===== src/rtl/mcrc_modbus.sv =====
// rtl/mcrc_modbus.sv - byte-serial CRC-16/MODBUS accumulator
// One byte folded per cycle while ready is high; crc comes straight from the register.
module mcrc_modbus #(
    parameter logic [15:0] INIT = 16'hFFFF,
    parameter logic [15:0] POLY = 16'hA001
) (
    input  logic        clk,
    input  logic        reset,
    input  logic        ready,
    input  logic [7:0]  din,
    output logic [15:0] crc
);

    // Power-up value comes from the register initialiser; reset is still expected per frame.
    logic [15:0] c = INIT;
    logic [15:0] c_next;

    always_comb begin
        c_next = c ^ {8'h00, din};
        for (int i = 0; i < 8; i++) begin
            if (c_next[0]) begin
                c_next = (c_next >> 1) ^ POLY;
            end else begin
                c_next = c_next >> 1;
            end
        end
    end

    always_ff @(posedge clk) begin
        if (reset) begin
            c <= INIT;
        end else if (ready) begin
            c <= c_next;
        end
    end

    assign crc = c;

endmodule


===== config.mk =====
export PLATFORM = sky130hd
export DESIGN_NAME = mcrc_modbus
export DESIGN_NICKNAME = d
export VERILOG_FILES = /design/src/rtl/mcrc_modbus.sv
export SDC_FILE = /design/constraint.sdc
export NUM_CORES = 1
export LEC_CHECK = 0
export ABC_AREA = 0
export BUFFER_PORTS_ARGS = -buffer_cell sky130_fd_sc_hd__buf_2
export CORE_MARGIN = 10
export CORE_UTILIZATION = 52
export DETAILED_ROUTE_END_ITERATION = 12
export PLACE_DENSITY = 0.78
export SKIP_LAST_GASP = 1
export SLEW_MARGIN = 15
export SYNTH_ARGS = -nofsm -noshare
export SYNTH_HDL_FRONTEND = slang
export SYNTH_SLANG_ARGS = --single-unit
export TNS_END_PERCENT = 5

===== constraint.sdc =====
create_clock -name clk -period 2.75 [get_ports clk]
set_clock_uncertainty 0.05 [all_clocks]
set_input_delay 0.1375 -clock clk [delete_from_list [all_inputs] [get_ports clk]]
set_output_delay 0.1375 -clock clk [all_outputs]
set_load 0.05 [all_outputs]

* Word-level counts from Yosys, hierarchy flattened
Index checks and enable logic that the tools add are counted.
** Word-level totals
- Word-level logic and storage cells :: 18
- Input bits :: 11
- Output and inout bits :: 16
- Flip-flop bits (word level) :: 16
** Cells by class
- Muxes and demuxes :: 8
- Bitwise gates (word level) :: 9
** Operators with widths (count)
- 16-bit two-way mux :: 8
- 2-bit NOT with 3-bit output :: 8
- 16-bit by 8-bit XOR with 16-bit output :: 1

* Longest topological paths before layout
- Depth in word-level cells :: 17
- Depth in mapped cells :: 5
- Gate-level depth less buffers :: 5

* Least setup slack after synthesis
OpenSTA, ideal clock, no wires.
- Kind :: flip-flop to flip-flop
- Start point :: register c[5], in the netlist crc[5]
- End point :: register c[15], in the netlist crc[15]
- Period minus slack after synthesis :: 1.989 ns
- Cell stages (with the launch flop) :: 6
- Data arrival time :: 1.862 ns
- Path buffers :: 0
- Library setup time :: 0.078 ns
- Setup slack :: 0.761 ns
- Required time :: 2.622 ns
- Path through :: dfxtp_1 -> xor2_1 -> xnor2_1 -> xnor3_2 -> and3_1 -> nor3_1
** Between the ends
- Cells in the longest elaborated chain, start to end :: 10
** RTL lines
- from (decl) :: RTL line 15 : logic [15:0] c = INIT;
- from (signal assigned) :: RTL line 33 : c <= c_next;
- 16-bit by 8-bit XOR with 16-bit output * :: RTL line 19 : c_next = c ^ {8'h00, din};
- 16-bit two-way mux * (4 in a row) :: RTL line 21 : if (c_next[0]) begin
- 2-bit NOT with 3-bit output (no line)
- 16-bit two-way mux * (4 in a row) :: RTL line 21
Every way passes the cells marked *; elsewhere a longest branch is shown, timed or not.
A chain may end at the register's enable or synchronous reset.

* Final worst setup path
- Start point :: register c[4], in the netlist crc[4]
- End point :: register c[15], in the netlist crc[15]
** Between the ends
- Cells in the longest elaborated chain, start to end :: 10
** RTL lines (RTL line)
- 16-bit by 8-bit XOR with 16-bit output * :: 19
- 16-bit two-way mux * (3 in a row) :: 21
- 2-bit NOT with 3-bit output (no line)
- 16-bit two-way mux * (5 in a row) :: 21
Marks and branches as above.

==> reports/metrics.csv <==
stage,metric,value,unit
cts,post_cts_buffers,0,
power_and_ir_drop,pwr-share-comb,52.9,%
timing,finalCritPeriodShare,65.8,%
final_layout,largest_reg_flops,16,
job,drv_cap,0,
timing,period_minus_slack,1.81,ns
timing,finalSetupTns,0,ns
global_route,grtUsageMet3,3.55,%
power_and_ir_drop,p_seq_share,33.6,%
logic_synthesis,synth_edf_count,0,
setup_path,cp_max_fo,5,
placement,post-dp-hpwl,1300,um
global_route,grt_max_degree,28,
global_route,grt-busiest-layer,met2,
detailed_routing,wl,1800,um
final_layout,n_antenna_cell,0,
logic_synthesis,yosysSeqAreaShare,37.6,%
power_and_ir_drop,p_sw_share,45.3,%
final_layout,fill_cells,136,
final_layout,syn_to_final_growth,13.7,%
detailed_routing,drt_iter0_drc,9,
cts,cts_sinks,16,
logic_synthesis,ys_warn_count,0,
detailed_routing,wire_per_inst,14.1,um
timing,slew_headroom,69.6,%
setup_path,critPathKind,reg -> reg,
floorplanning,pin_count,27,
power_and_ir_drop,power_frac_clock,13.5,%
power_and_ir_drop,p_int,0.000510,W
timing,max_freq,0.553,GHz
global_route,grt_pass1_vias,662,
timing,tightest_slew,0.457,ns
final_layout,design_area,967,um^2
status,outcome,completed,
floorplanning,die_y,60.5,um
detailed_routing,first_pass_iters,2,
timing,setup_viol_count_final,0,
cts,clk-insertion-delay-late,0.29,ns
floorplanning,die_area,3650,um^2
placement,place_ws,0.966,ns
cts,clk_pin_slew,0.10,ns
power_and_ir_drop,power_switching,0.000422,W
cts,cts_tree,done,
global_route,track_usage,10.2,%
detailed_routing,vias,652,
final_layout,multi_input_area,470,um^2
floorplanning,rows,14,
timing,setup_ws,0.941,ns
setup_path,start_kind,flip-flop,
global_route,met1_usage,11.4,%
cts,cts_resized,0,
final_layout,final-seq-area,320,um^2
cts,cts_max_level,1,
power_and_ir_drop,leakage,0.405,nW
detailed_routing,vias_per_cell,5.09,
final_layout,finalNetCount,125,
setup_path,critPathRequiredTime,2.88,ns
detailed_routing,drc,0,
logic_synthesis,synthFlopType,dfxtp_1,
setup_path,ff2ff_setup_slack,0.94,ns
logic_synthesis,ys_ff_latch,16,
placement,gp_congestion,0.778,
cts,hold_buffers,0,
placement,dpl-instance-area,945,um^2
cts,clk_path_buf_depth,2,
floorplanning,start_util,55.8,%
power_and_ir_drop,power,0.000932,W
min_path,min_path_type,in -> reg,
power_and_ir_drop,peakVddDrop,0.000477,V
placement,port_buffers,26,
timing,rsz0062_at_grt,false,
logic_synthesis,async_flop_share,0,%
logic_synthesis,synth_cell_type_count,21,
global_route,grt.overflow.total,0,
logic_synthesis,synth.avg_cell_area,9.15,um^2
setup_path,worstSetupEndpointType,flip-flop,
logic_synthesis,syn_nets,104,
timing,hold_viol_final,0,
global_route,met2_usage,16.5,%
floorplanning,core,1520,um^2
setup_path,crit_arrival,1.94,ns
timing,drv_slew,0,
logic_synthesis,synth_area,851,um^2
global_route,antenna_found_initial,0,
floorplanning,die_w,60.5,um
cts,numCtsBuffers,3,
cts,cts-root-buf,clkbuf_4,
logic_synthesis,synth_cells,93,
global_route,grt_pass1_wl,2860,um
detailed_routing,ant_nets,0,
power_and_ir_drop,p_per_area,964,nW/um^2
final_layout,drive_above_1_share,33.9,%
final_layout,fin_util,63.5,%
## final cells by class
cell class / count / area share, %
multi-input combinational: 66 / 48.6
inverter: 1 / 0.388
clock buffer: 3 / 2.33
timing repair buffer: 26 / 13.5
sequential: 16 / 33.1
tap: 16 / 2.07
## worst max-delay path, stage by stage (launching register included)
cell     delay [ns]
dfxtp_1        0.34
xnor2_1        0.29
xnor2_1        0.20
xnor3_2        0.52
nor3b_1        0.22
nor3_1         0.08
## metal layers
metal  routed length, um  share of wire [%]
met1                 810                 45
met2                 839                 47
met3                 128                7.1
met4                  21                1.2
met5                   0                  0
## layout by cell type, fill, tap and decap left out, drive strengths merged
master  count
inv         1
clkbuf      3
o21ai       1
o21bai      1
a21oi       7
and3b       1
nor3        4
xor2        6
or2         6
a211o       6
xnor2      14
and3        1
nor2       10
dfxtp      16
nor3b       1
xnor3       1
nand2       1
nor2b       6
buf        26
## power groups by stage
stage               logic [W]  clock network [W]  registers [W]
finish               0.000493           0.000126       0.000313
global route         0.000537           0.000136       0.000319
CTS                  0.000498           0.000128       0.000314
detailed placement   0.000491                  0       0.000320
global placement     0.000486                  0       0.000317
floorplan            0.000301                  0       0.000434
## worst paths after layout
path           start  endpoint  cells after the start
min reg2reg  crc[12]    crc[4]                      1
max           crc[4]   crc[15]                      5
min            reset    crc[0]                      3
max reg2reg   crc[4]   crc[15]                      5
## metrics by stage
stage               cells  hold WS, ns
floorplan              93        0.413
global placement      125        0.413
detailed placement    125        0.429
CTS                   128        0.209
global route          128        0.231
finish                128        0.212
## Yosys cell counts (all sizes together) (4+ instances only)
library cell | count | area share, %
buf | 5 | 4.4
clkbuf | 5 | 2.2
xnor2 | 14 | 15
or2 | 6 | 4.4
nor3 | 4 | 2.9
a211o | 6 | 6.2
a21oi | 7 | 4.1
nor2 | 10 | 4.4
xor2 | 6 | 6.2
nor2b | 6 | 4.4
dfxtp | 16 | 38
## cell families after synthesis
| kind of cell | Yosys count | share of synthesized area [%] |
|---|---|---|
| AOI/OAI and AO/OA | 15 | 11.8 |
| xor gates and xnor gates | 21 | 24.3 |
| buffers and inverters | 11 | 7.06 |
| DFF | 16 | 37.6 |
| and+or+nand+nor | 30 | 19.3 |
(Power assumes the default switching activity.)
